<file path="config.mk">
export PLATFORM = sky130hd
export DESIGN_NAME = fifo_sync_param_flat
export DESIGN_NICKNAME = d
export VERILOG_FILES = /design/src/rtl/fifo_sync_param_if.sv /design/src/rtl/fifo_sync_param.sv /design/src/flat_wrapper.sv
export SDC_FILE = /design/constraint.sdc
export NUM_CORES = 1
export LEC_CHECK = 0
export BUFFER_PORTS_ARGS = -buffer_cell sky130_fd_sc_hd__buf_2
export CAP_MARGIN = 10
export CORE_ASPECT_RATIO = 1.4
export CORE_UTILIZATION = 45
export CTS_CLUSTER_DIAMETER = 100
export DETAILED_ROUTE_END_ITERATION = 10
export PLACE_DENSITY = 0.68
export SYNTH_ARGS = -nofsm -noshare
export SYNTH_HDL_FRONTEND = slang
export SYNTH_SLANG_ARGS = --single-unit
export TNS_END_PERCENT = 30
</file>
<file path="constraint.sdc">
create_clock -name clk_i -period 4.7 [get_ports clk_i]
set_input_delay 0.94 -clock clk_i [delete_from_list [all_inputs] [get_ports clk_i]]
set_output_delay 0.94 -clock clk_i [all_outputs]
set_load 0.02 [all_outputs]
</file>
<file path="src/rtl/fifo_sync_param_if.sv">
// Producer/consumer handshake bundle for fifo_sync_param.
interface fifo_sync_param_if #(
  parameter int DATA_WIDTH = 8,
  parameter int DEPTH      = 4
);
  localparam int CW = $clog2(DEPTH) + 1;

  logic                  push;
  logic                  pop;
  logic                  clr_err;
  logic [DATA_WIDTH-1:0] wdata;
  logic [DATA_WIDTH-1:0] rdata;
  logic [CW-1:0]         count;
  logic                  full;
  logic                  empty;
  logic                  almost_full;
  logic                  almost_empty;
  logic                  overflow;
  logic                  underflow;

  modport master (
    output push, pop, clr_err, wdata,
    input  rdata, count, full, empty, almost_full, almost_empty, overflow, underflow
  );

  modport slave (
    input  push, pop, clr_err, wdata,
    output rdata, count, full, empty, almost_full, almost_empty, overflow, underflow
  );
endinterface

</file>
<file path="src/rtl/fifo_sync_param.sv">
// Single-clock FIFO with occupancy count, almost flags, sticky error flags
// and show-ahead read data. Push is accepted at full when a pop frees a slot.
module fifo_sync_param #(
  parameter int DATA_WIDTH = 8,
  parameter int DEPTH      = 4,
  parameter int AF_LEVEL   = DEPTH - 1,
  parameter int AE_LEVEL   = 1
) (
  input logic               clk_i,
  input logic               rst_i,
  fifo_sync_param_if.slave  bus
);
  localparam int AW = $clog2(DEPTH);
  localparam int CW = AW + 1;

  logic [DATA_WIDTH-1:0] mem_q [DEPTH];
  logic [AW-1:0]         wptr_q, wptr_d;
  logic [AW-1:0]         rptr_q, rptr_d;
  logic [CW-1:0]         count_q, count_d;
  logic                  ovf_q, ovf_d;
  logic                  udf_q, udf_d;
  logic                  full, empty;
  logic                  push_ok, pop_ok;

  // Flags come only from the registered count.
  assign full  = (count_q == CW'(DEPTH));
  assign empty = (count_q == '0);

  // A pop at full frees the slot the push lands in on the same edge.
  assign push_ok = bus.push & (~full | bus.pop);
  assign pop_ok  = bus.pop & ~empty;

  // Next-state for pointers, occupancy and sticky errors.
  always_comb begin
    wptr_d  = wptr_q;
    rptr_d  = rptr_q;
    count_d = count_q;
    if (push_ok) wptr_d = wptr_q + AW'(1);
    if (pop_ok)  rptr_d = rptr_q + AW'(1);
    case ({push_ok, pop_ok})
      2'b10:   count_d = count_q + CW'(1);
      2'b01:   count_d = count_q - CW'(1);
      default: count_d = count_q;
    endcase
    // A fresh error in the clearing cycle still sets the flag.
    ovf_d = (bus.clr_err ? 1'b0 : ovf_q) | (bus.push & ~push_ok);
    udf_d = (bus.clr_err ? 1'b0 : udf_q) | (bus.pop  & ~pop_ok);
  end

  // Control registers with synchronous reset.
  always_ff @(posedge clk_i) begin
    if (rst_i) begin
      wptr_q  <= '0;
      rptr_q  <= '0;
      count_q <= '0;
      ovf_q   <= 1'b0;
      udf_q   <= 1'b0;
    end else begin
      wptr_q  <= wptr_d;
      rptr_q  <= rptr_d;
      count_q <= count_d;
      ovf_q   <= ovf_d;
      udf_q   <= udf_d;
    end
  end

  // Storage is not reset; writes are blocked during reset.
  always_ff @(posedge clk_i) begin
    if (push_ok && !rst_i) mem_q[wptr_q] <= bus.wdata;
  end

  assign bus.rdata        = empty ? '0 : mem_q[rptr_q];
  assign bus.count        = count_q;
  assign bus.full         = full;
  assign bus.empty        = empty;
  assign bus.almost_full  = (count_q >= CW'(AF_LEVEL));
  assign bus.almost_empty = (count_q <= CW'(AE_LEVEL));
  assign bus.overflow     = ovf_q;
  assign bus.underflow    = udf_q;
endmodule

</file>
<file path="src/flat_wrapper.sv">
// flat-port wrapper written by rule: the top's interface ports become plain ports
module fifo_sync_param_flat 
#(
  parameter int DATA_WIDTH = 8,
  parameter int DEPTH      = 4,
  parameter int AF_LEVEL   = DEPTH - 1,
  parameter int AE_LEVEL   = 1
)
  (clk_i, rst_i, bus_push, bus_pop, bus_clr_err, bus_wdata, bus_rdata, bus_count, bus_full, bus_empty, bus_almost_full, bus_almost_empty, bus_overflow, bus_underflow);
  fifo_sync_param_if #(.DATA_WIDTH(DATA_WIDTH), .DEPTH(DEPTH)) bus_i ();
  input logic clk_i;
  input logic rst_i;
  input wire logic [$bits(bus_i.push)-1:0] bus_push;
  input wire logic [$bits(bus_i.pop)-1:0] bus_pop;
  input wire logic [$bits(bus_i.clr_err)-1:0] bus_clr_err;
  input wire logic [$bits(bus_i.wdata)-1:0] bus_wdata;
  output wire logic [$bits(bus_i.rdata)-1:0] bus_rdata;
  output wire logic [$bits(bus_i.count)-1:0] bus_count;
  output wire logic [$bits(bus_i.full)-1:0] bus_full;
  output wire logic [$bits(bus_i.empty)-1:0] bus_empty;
  output wire logic [$bits(bus_i.almost_full)-1:0] bus_almost_full;
  output wire logic [$bits(bus_i.almost_empty)-1:0] bus_almost_empty;
  output wire logic [$bits(bus_i.overflow)-1:0] bus_overflow;
  output wire logic [$bits(bus_i.underflow)-1:0] bus_underflow;
  assign bus_i.push = bus_push;
  assign bus_i.pop = bus_pop;
  assign bus_i.clr_err = bus_clr_err;
  assign bus_i.wdata = bus_wdata;
  assign bus_rdata = bus_i.rdata;
  assign bus_count = bus_i.count;
  assign bus_full = bus_i.full;
  assign bus_empty = bus_i.empty;
  assign bus_almost_full = bus_i.almost_full;
  assign bus_almost_empty = bus_i.almost_empty;
  assign bus_overflow = bus_i.overflow;
  assign bus_underflow = bus_i.underflow;
  fifo_sync_param #(.DATA_WIDTH(DATA_WIDTH), .DEPTH(DEPTH), .AF_LEVEL(AF_LEVEL), .AE_LEVEL(AE_LEVEL)) u_core (.clk_i(clk_i), .rst_i(rst_i), .bus(bus_i));
endmodule
</file>
Yosys cells after proc, flatten, opt, wreduce, memory -nomap -nowiden
Memory sizes are Yosys's and may differ from the RTL's. A register that Yosys moved wholly into a read port is not among the register bits.
Index checks and enable logic that the tools add are counted.
{"block": "op_classes", "n_addsub": 4, "magnitude_cmp": 2, "eq_ne": 3, "muxes": 8, "bitwise_logic": 11, "n_reduce_logical": 4}
{"cell": "$mux W8", "count": 1}
{"cell": "$pmux W3 S2", "count": 1}
{"cell": "$add A2 B1 Y2 const B", "count": 2}
{"cell": "$and A1 B1 Y1", "count": 4}
{"cell": "$mux W1", "count": 4}
{"cell": "$mux W2", "count": 2}
{"cell": "$not A1 Y1", "count": 4}
{"cell": "$add A3 B1 Y3 const B", "count": 1}
{"cell": "$eq A3 B3 Y1 const B", "count": 1}
{"cell": "$ge A3 B2 Y1 const B", "count": 1}
{"cell": "$le A3 B1 Y1 const B", "count": 1}
{"cell": "$logic_not A3 Y1", "count": 1}
{"cell": "$or A1 B1 Y1", "count": 3}
{"cell": "$sub A3 B1 Y3 const B", "count": 1}
{"cell": "$eq A2 B1 Y1 const B", "count": 1}
{"cell": "$eq A2 B2 Y1 const B", "count": 1}
{"cell": "$reduce_bool A2 Y1", "count": 1}
{"cell": "$logic_and A1 B1 Y1", "count": 1}
{"cell": "$logic_not A1 Y1", "count": 1}
{"block": "word_totals", "reg_bits": 9, "mem_bits_rw": 32, "inputBits": 13, "out_inout_bits": 17, "wordCells": 38, "memories": 1}
{"memory": "u_core.mem_q", "depth": 4, "word_bits": 8, "read_ports": 1, "rd_ports_with_merged_regs": 1, "wr": 1, "line_no": "fifo_sync_param.sv:16", "text": "logic [DATA_WIDTH-1:0] mem_q [DEPTH];"}

Logic depth before layout (Yosys ltp)
Gate-level depths: netlist (run 1).
{"block": "logic_depth", "depth_word": 7, "ltp_mapped": 7, "depth_no_buf": 6}

Worst setup path before layout (run 1)
OpenSTA, ideal clock, no wires.
{"block": "synth_path", "path_kind": "register -> output", "from": "reg u_core.count_q[0], in the netlist u_core.bus.count[0]", "to": "out bus_rdata[0]", "arrival_ps": 1309, "required_ps": 3760, "path_slack_ps": 2451, "path_stages_with_launch": 6, "n_path_buf": 1, "path_cell_list": "dfxtp_1 -> inv_1 -> ha_1 -> nand2b_4 -> buf_6 -> and2_1"}
{"block": "synth_via", "elab_chain_len": 2}
{"item": "start: declaration", "line_no": "fifo_sync_param.sv:19", "text": "logic [CW-1:0] count_q, count_d;"}
{"item": "start signal: assignment", "line_no": "fifo_sync_param.sv:61", "text": "count_q <= count_d;"}
{"item": "$logic_not A3 Y1", "line_no": "fifo_sync_param.sv:27", "text": "assign empty = (count_q == '0);"}
{"item": "$mux W8", "line_no": "fifo_sync_param.sv:72", "text": "assign bus.rdata = empty ? '0 : mem_q[rptr_q];"}
{"item": "end: declaration", "line_no": "flat_wrapper.sv:17", "text": "output wire logic [$bits(bus_i.rdata)-1:0] bus_rdata;"}
Every way passes these cells.

==> reports/results.txt, run 1 <==
Final worst-path cycle share - 0.596
DRC Markers - 4
Kind of critical path - flip-flop to primary output
Most frequent cells in the layout - edfxtp_1 (32), buf_2 (29), nor2_1 (12), and2_1 (12), dfxtp_1 (11)
CTS hold repair buffers - 0
Sequential power share - 0.422
Number of gates resized after CTS - 0
Met3 usage - 0.0423
Setup-failing EPs final - 0
Clk buf depth - 2
Switch share - 0.297
Setup_tns - 0 ps
Final core utilization - 0.548
Largest family of logic cells by synthesized area - multiplexers
Commonest non-fill, non-tap cell in the layout - edfxtp_1
Worst IR Drop VDD - 0.000252 V
Critical path's top delay family - flip-flops
CTS Root Cell - clkbuf_8
P_int - 784 µW
DR WL/cell - 16.0 µm
Number of I/O pins - 30
Synth Cell Area - 1910 µm²
Tot Pwr - 1.11 mW
Core Area - 3990 µm²
Layout overhead on the synthesized area - 14.6%
Clock Latency Late Sink - 290 ps
Final nets - 180
Pre-CTS setup slack - 2170 ps
CP required - 3760 ps
WL final - 3.24 mm
Combinational Power Share - 0.278
Vias in the first global route - 1129
Die Y - 79.0 µm
Initial antenna violation count - 0
Post-synth cell types - 35
Vias - 1106
Synth warn - 0
Xor and xnor area share after synthesis - 0.0138
Synth top area cells - edfxtp_1 (50%), dfxtp_1 (12%), mux4_2 (9.5%)
Startpoint Class - flip-flop
Top cell type's share of synthesized area - 0.504
Iteration-0 DRC Markers - 31
CTS clk-pin slew, worst paths - 80 ps
CTS Buf Count - 5
GR Util met2 - 0.300
Final WS setup - 1900 ps
Clock skew - 6.31 ps
Reg2Reg Setup Slack - 2460 ps
N_diodes - 0
First-pass GRT wire length - 5.33 mm
Critical Path End Type - primary output
First-pass DRT Iterations - 7
Final hold violations - 0
Vias per cell - 5.45
Antenna viol nets, final - 0
Power per cell area - 511 nW/µm²
Slew Limit Fails - 0
Total gr overflow - 0
WP buf/inv - 1
Chip width - 57.0 µm
Synth Area in Simple Gates - 0.102
Failing checks - DRC
Crit path max fanout - 8
CTS tree - done
Die area - 4500 µm²
Net Sw Power - 331 µW
Worst slew margin - 0.633
Post-synthesis cell count - 130
Crit path DAT - 1860 ps
# rows - 27
RSZ-0062 raised after global routing - no
Min-Delay Startpoint - u_core.rptr_q[1]$_SDFFE_PP0N_
Syn nets - 151
Tmin final - 2800 ps
Largest area contributor in the synthesized netlist - edfxtp_1
Fillers - 340
GP Congestion - 0.745
Hold Crit Depth - 2
Detailed Place HPWL - 2.35 mm
Outcome - finished, violations left
Synth Area in Adders - 0.0525
GRT Total Usage - 0.163
Seq cells post-synth - 43
Max Cap Violations - 0
Compound-Gate Fraction of Synth Area - 0.0598
Launch point of the worst reg-to-reg path - u_core.bus.count[1]$_SDFFE_PP0P_
Setup bufs post-CTS - 0
Layout cells sized above 1 - 0.325
Leak - 0.841 nW
R2R cell count - 6
IO Port Bufs - 29
Register area share after synthesis - 0.620
GR peak layer - met2
Clk pwr share - 0.300
Clock sink total - 43
RR Endpoint - u_core.mem_q[0][4]$_DFFE_PP_
HP Class - flip-flop to flip-flop
Largest net degree at the start of global routing - 14
Mux contribution to synthesized area - 0.108
Initial core utilization - 0.478
CP cell instances - mux4_2 > and2_1 > buf_2
Slowest CP cell - dfxtp_1
Largest stage delay, worst path - 670 ps
Avg Cell Area, Syn - 14.7 µm²
Met1 usage - 0.168
Fmax - 357 MHz
Least-Margin Pin Slew - 550 ps
H-tree levels - 2
==> cell type report <==
cell class | count | area [µm²] | area share
Sequential cell | 43 | 1180 | 0.541
Timing Repair Buffer | 29 | 145 | 0.0665
Clock inverter | 2 | 60.1 | 0.0275
Tap cell | 43 | 53.8 | 0.0246
Inverter | 8 | 30.0 | 0.0138
Multi-Input combinational cell | 72 | 641 | 0.293
Clock buffer | 6 | 72.6 | 0.0332
==> per-layer routing <==
layer	wire length, µm	up-vias
met5	0	-
met4	72	0
met3	159	7
met2	1760	31
met1	1250	543
li1	-	525
==> cells in the mapped netlist, drive strengths merged <==
library cell,n
o22a,1
nand3,1
a21oi,2
nand2,3
buf,5
a311oi,1
a211oi,2
dfxtp,11
o21a,1
and2,13
xnor2,2
xor2,1
clkbuf,2
mux2,1
edfxtp,32
nand2b,2
nor2,12
nor3,2
mux2i,1
nor2b,2
ha,8
o21ai,5
a21o,1
mux4,8
nor3b,1
o211ai,1
inv,8
o221a,1
==> power by group through the flow <==
stage / sequential (mW) / clock, mW / combinational [mW]
2_1_floorplan: 0.470 / 0 / 0.249
3_3_place_gp: 0.478 / 0 / 0.302
3_5_place_dp: 0.481 / 0 / 0.313
4_1_cts: 0.472 / 0.342 / 0.315
5_1_grt: 0.477 / 0.354 / 0.338
6_report: 0.471 / 0.334 / 0.310
==> worst register-to-register path, stage by stage (launching register included) <==
cell and delay [ps]:
dfxtp_1 430, inv_1 110, ha_1 300, nand2_1 160
nor2_1 70, nor3b_1 370, and2_1 460
==> cell families (layout without fill, tap and decap cells) <==
group | count (synthesis) | in the layout
AOI/OAI and AO/OA | 15 | 15
xor gates and xnor gates | 3 | 3
adders and majority gates | 8 | 8
buffers and inverters | 15 | 45
DFF | 43 | 43
muxes | 10 | 10
and+or+nand+nor | 36 | 36
==> through the flow <==
| step | std cells | cell area (µm²) | hold slack (ps) |
|---|---|---|---|
| after floorplan | 130 | 1910 | 485 |
| after CTS | 203 | 2180 | 533 |
| final | 203 | 2180 | 526 |
| after global routing | 203 | 2180 | 579 |
| after detailed placement | 195 | 2050 | 510 |
| after global placement | 195 | 2050 | 503 |
==> flip-flops by register name (all words and copies together) (netlist names), named ones only <==
name,cells
u_core.bus.underflow,1
u_core.mem_q,32
u_core.bus.overflow,1
u_core.bus.count,3
u_core.rptr_q,2
u_core.wptr_q,2
==> how the worst max path moves through the flow <==
stage / start / end / slack [ps] / depth (start not counted)
floorplan: u_core.bus.count[0]$_SDFFE_PP0P_ / bus_rdata[0] / 2450 / 5
global placement: flip-flop / bus_rdata[5] / 2220 / 3
detailed placement: flip-flop / bus_rdata[6] / 2170 / 3
CTS: flip-flop / bus_rdata[6] / 1840 / 3
global route: flip-flop / bus_rdata[6] / 1760 / 3
finish: flip-flop / bus_rdata[6] / 1900 / 3
(Power assumes the default switching activity.)
==> run 2, diff against run 1 <==
--- a/config.mk
+++ b/config.mk
@@ -11,7 +11,7 @@
 export CORE_UTILIZATION = 45
 export CTS_CLUSTER_DIAMETER = 100
 export DETAILED_ROUTE_END_ITERATION = 10
-export PLACE_DENSITY = 0.68
+export PLACE_DENSITY = 0.7
 export SYNTH_ARGS = -nofsm -noshare
 export SYNTH_HDL_FRONTEND = slang
 export SYNTH_SLANG_ARGS = --single-unit
==> constraint.sdc (replaced) <==
create_clock -name clk_i -period 2.3 [get_ports clk_i]
set_input_delay 0.46 -clock clk_i [delete_from_list [all_inputs] [get_ports clk_i]]
set_output_delay 0.46 -clock clk_i [all_outputs]
set_load 0.02 [all_outputs]
==> run 2 against run 1 <==
The flow still finishes with violations (DRC). Register-to-register slack got worse by 2200 ps. Worst setup slack worse by 1700 ps. Die area unchanged. Core utilization is 0.78 points lower. Power increased by 85%. Wire length is 2.3% higher. Sequential power is 99% higher. Final area fell by 1.4%. Sequential cell count unchanged. Largest power group unchanged. Highest routed layer unchanged.
==> reports/results.txt, run 2 (synthesis gave the netlist of run 1 again) <==
Outcome - finished, violations left
Failing checks - DRC
First-pass GRT wire length - 5.52 mm
First-pass DRT Iterations - 7
Layout cells sized above 1 - 0.352
Antenna viol nets, final - 0
Top reg by flops - u_core.mem_q
Least-Margin Pin Slew - 379 ps
Die area - 4500 µm²
Total gr overflow - 0
Final WS setup - 214 ps
Max reg flops - 32
Vias - 1082
Clock skew - 6.95 ps
# rows - 27
CTS Root Cell - clkbuf_8
Initial core utilization - 0.478
Clock sink total - 43
Die Y - 79.0 µm
IO Port Bufs - 29
Setup-failing EPs final - 0
CTS tree - done
Kind of critical path - flip-flop to primary output
Worst slew margin - 0.747
RSZ-0062 raised after global routing - no
CTS clk-pin slew, worst paths - 80 ps
WL final - 3.32 mm
GRT Total Usage - 0.166
N_diodes - 0
H-tree levels - 2
CTS Buf Count - 5
Reg2Reg Setup Slack - 290 ps
Final core utilization - 0.540
HP Class - primary input to flip-flop
Slew Limit Fails - 0
Final nets - 182
DR WL/cell - 16.2 µm
DRC Markers - 6
Initial antenna violation count - 0
Leak - 0.831 nW
Clock Latency Late Sink - 290 ps
Tmin final - 2090 ps
Chip width - 57.0 µm
Final worst-path cycle share - 0.907
CP required - 1840 ps
Fin Hold WS - 393 ps
Largest net degree at the start of global routing - 13
CTS hold repair buffers - 0
Layout overhead on the synthesized area - 12.9%
Iteration-0 DRC Markers - 39
Clk buf depth - 2
Fmax - 479 MHz
Final hold violations - 0
Vias in the first global route - 1156
Core Area - 3990 µm²
Crit path DAT - 1630 ps
Fillers - 332
Number of I/O pins - 30
Max Cap Violations - 0
Tot Pwr - 2.06 mW
Pre-CTS setup slack - 159 ps
GP Congestion - 0.841
Detailed Place HPWL - 2.45 mm
Crit path max fanout - 8
Critical Path End Type - primary output
Setup_tns - 0 ps
Power per cell area - 958 nW/µm²
Vias per cell - 5.28
Commonest non-fill, non-tap cell in the layout - edfxtp_1
Worst IR Drop VDD - 0.000628 V
Most frequent cells in the layout - edfxtp_1 (32), buf_2 (29), nor2_1 (12)
Startpoint Class - flip-flop
run 2: power by group:
| group | internal, mW | switching (mW) |
|---|---|---|
| clock network | 0.213 | 0.240 |
| registers | 0.893 | 0.0455 |
| logic | 0.286 | 0.384 |
| total | 1.39 | 0.669 |
run 2: worst max-delay path, stage by stage (launching register included):
cell     delay [ps]
dfxtp_1         310
buf_4           190
mux4_2          510
and2_1          170
buf_2           150
run 2: layout make-up:
class,instances,area (µm²),share of cell area
repair buffers,31,160,0.0744
clock inverters,1,5.00,0.00233
well taps,43,53.8,0.0250
inverters,8,30.0,0.0140
flip-flops and latches,43,1180,0.549
multi-input cells,72,646,0.300
clock buffers,7,76.3,0.0355
run 2: worst paths after layout:
| kind | start | cells past startpoint | end |
|---|---|---|---|
| worst max-delay path | flip-flop | 4 | bus_rdata[3] |
| worst min-delay path | bus_wdata[2] | 1 | u_core.mem_q[0][2]$_DFFE_PP_ |
| worst max register to register | u_core.bus.count[1]$_SDFFE_PP0P_ | 6 | u_core.mem_q[1][6]$_DFFE_PP_ |
| worst min register to register | u_core.rptr_q[0]$_SDFFE_PP0N_ | 2 | flip-flop |
run 2: timing repair:
item | CTS | global route
buffers inserted | 0 | 0
endpoints found under the setup margin | 0 | 32
endpoints found under the hold margin | 0 | 0
gates resized for setup | 0 | 4
run 2: through the flow:
step	area, µm²	instances
finish	2150	205
global route	2150	205
CTS	2150	205
detailed placement	2070	197
global placement	2070	197
floorplan	1910	130
run 2: routing by layer:
metal  up-vias  part of all wire  global-route usage
met3         7             0.031              0.0342
met1       521              0.43               0.197
met2        25              0.52               0.284
met5         -                 0                   0
met4         0             0.018              0.0805
li1        529                 -                   -
==> run 3, diff against run 2 <==
--- a/config.mk
+++ b/config.mk
@@ -5,7 +5,7 @@
 export SDC_FILE = /design/constraint.sdc
 export NUM_CORES = 1
 export LEC_CHECK = 0
-export BUFFER_PORTS_ARGS = -buffer_cell sky130_fd_sc_hd__buf_2
+export BUFFER_PORTS_ARGS = -buffer_cell sky130_fd_sc_hd__buf_4
 export CAP_MARGIN = 10
 export CORE_ASPECT_RATIO = 1.4
 export CORE_UTILIZATION = 45
==> run 3 against run 2 <==
First-iteration DRC count decreased by 31%. Critical path type unchanged. Final area increased by 4.3%. Combinational power increased by 9.7%. Clock skew increased by 0.73 ps. The run still ends with DRC left.
==> reports/results.txt, run 3 (synthesis gave the netlist of run 1 again) <==
CTS clk-pin slew, worst paths - 80 ps
Tot Pwr - 2.23 mW
IO Port Bufs - 29
Setup_tns - 0 ps
Final hold violations - 0
Chip width - 57.0 µm
Die area - 4500 µm²
Max reg flops - 32
Setup bufs post-CTS - 0
P_int - 1.57 mW
Layout overhead on the synthesized area - 17.8%
# rows - 27
First-pass GRT wire length - 5.24 mm
Number of gates resized after CTS - 0
Startpoint Class - flip-flop
Crit path max fanout - 8
Sequential power share - 0.421
Fmax - 483 MHz
CTS Buf Count - 5
Final nets - 182
Clk pwr share - 0.250
CP required - 1840 ps
Core Area - 3990 µm²
Reg2Reg Setup Slack - 290 ps
Max Cap Violations - 0
Layout cells sized above 1 - 0.327
CTS Root Cell - clkbuf_8
CTS tree - done
Critical Path End Type - primary output
First-pass DRT Iterations - 7
Clock Latency Late Sink - 290 ps
Most frequent cells in the layout - edfxtp_1 (32), buf_4 (31), nor2_1 (12), and2_1 (12), dfxtp_1 (11)
Vias - 1095
Crit path DAT - 1610 ps
CTS hold repair buffers - 0
Initial antenna violation count - 0
Kind of critical path - flip-flop to primary output
Top reg by flops - u_core.mem_q
N_diodes - 0
Total gr overflow - 0
Slew Limit Fails - 0
HP Class - primary input to flip-flop
Antenna viol nets, final - 0
Tmin final - 2070 ps
Vias in the first global route - 1129
Hold Path Sink - u_core.mem_q[0][4]$_DFFE_PP_
Vias per cell - 5.34
Fillers - 332
WL final - 3.13 mm
Failing checks - DRC
Detailed Place HPWL - 2.43 mm
Power per cell area - 993 nW/µm²
Final worst-path cycle share - 0.899
Combinational Power Share - 0.330
Largest net degree at the start of global routing - 14
RSZ-0062 raised after global routing - no
Iteration-0 DRC Markers - 27
Worst slew margin - 0.739
Switch share - 0.296
H-tree levels - 2
Number of I/O pins - 30
Commonest non-fill, non-tap cell in the layout - edfxtp_1
Clock skew - 7.67 ps
Die Y - 79.0 µm
Launch point of the worst reg-to-reg path - u_core.bus.count[1]$_SDFFE_PP0P_
Outcome - finished, violations left
Initial core utilization - 0.478
Hold Crit Depth - 1
Min-Delay Startpoint - bus_wdata[4]
RR Endpoint - u_core.mem_q[0][1]$_DFFE_PP_
Setup-failing EPs final - 0
DRC Markers - 5
Clk buf depth - 2
Worst IR Drop VDD - 0.000618 V
Leak - 0.855 nW
DR WL/cell - 15.3 µm
Clock sink total - 43
GRT Total Usage - 0.158
Least-Margin Pin Slew - 392 ps
GP Congestion - 0.842
Net Sw Power - 661 µW
R2R cell count - 6
[run 3: changes by cell type in the layout (fill, tap and decap cells not counted), sizes merged]
cell	before	now
clkinv	1	0
bufinv	0	1
[run 3: worst max-delay path: stages (launching register included)]
cell and delay [ps]:
dfxtp_1 310, buf_4 190, mux4_2 510, and2_1 160, buf_4 150
[run 3: worst max-delay path by stage]
stage,end,slack [ps]
CTS,bus_rdata[2],200
detailed placement,u_core.mem_q[0][3]$_DFFE_PP_,290
finish,bus_rdata[2],230
global placement,u_core.mem_q[0][2]$_DFFE_PP_,390
floorplan,u_core.mem_q[0][0]$_DFFE_PP_,330
global route,bus_rdata[5],100
[run 3: per-stage QoR]
step	worst slack, ps	util	instances	instance area (µm²)	hold WS (ps)
6_report	231	0.563	205	2240	374
5_1_grt	96.0	0.563	205	2240	362
4_1_cts	203	0.563	205	2240	365
3_5_place_dp	293	0.536	197	2140	534
3_3_place_gp	385	0.536	197	2140	506
2_1_floorplan	334	-	130	1910	485
[run 3: final cells by class]
| cell class | instances | area (µm²) | share of cell area |
|---|---|---|---|
| flip-flops and latches | 43 | 1180 | 0.526 |
| multi-input cells | 72 | 641 | 0.285 |
| repair buffers | 31 | 233 | 0.104 |
| clock buffers | 7 | 76.3 | 0.0340 |
| well taps | 43 | 53.8 | 0.0240 |
| clock inverters | 1 | 30.0 | 0.0134 |
| inverters | 8 | 30.0 | 0.0134 |
[run 3: per-layer routing]
| layer | part of all wire | up-vias | wire length, µm | track usage |
|---|---|---|---|---|
| li1 | - | 533 | - | - |
| met3 | 0.042 | 7 | 131 | 0.0407 |
| met1 | 0.42 | 525 | 1320 | 0.177 |
| met2 | 0.52 | 30 | 1620 | 0.281 |
| met4 | 0.017 | 0 | 54 | 0.0659 |
| met5 | 0 | - | 0 | 0 |
[run 3: power groups by stage]
stage | sequential [mW] | clock (mW) | combinational [mW]
floorplan | 0.960 | 0 | 0.509
global placement | 0.952 | 0 | 0.735
detailed placement | 0.955 | 0 | 0.746
CTS | 0.938 | 0.571 | 0.748
global route | 0.945 | 0.596 | 0.807
finish | 0.938 | 0.556 | 0.735
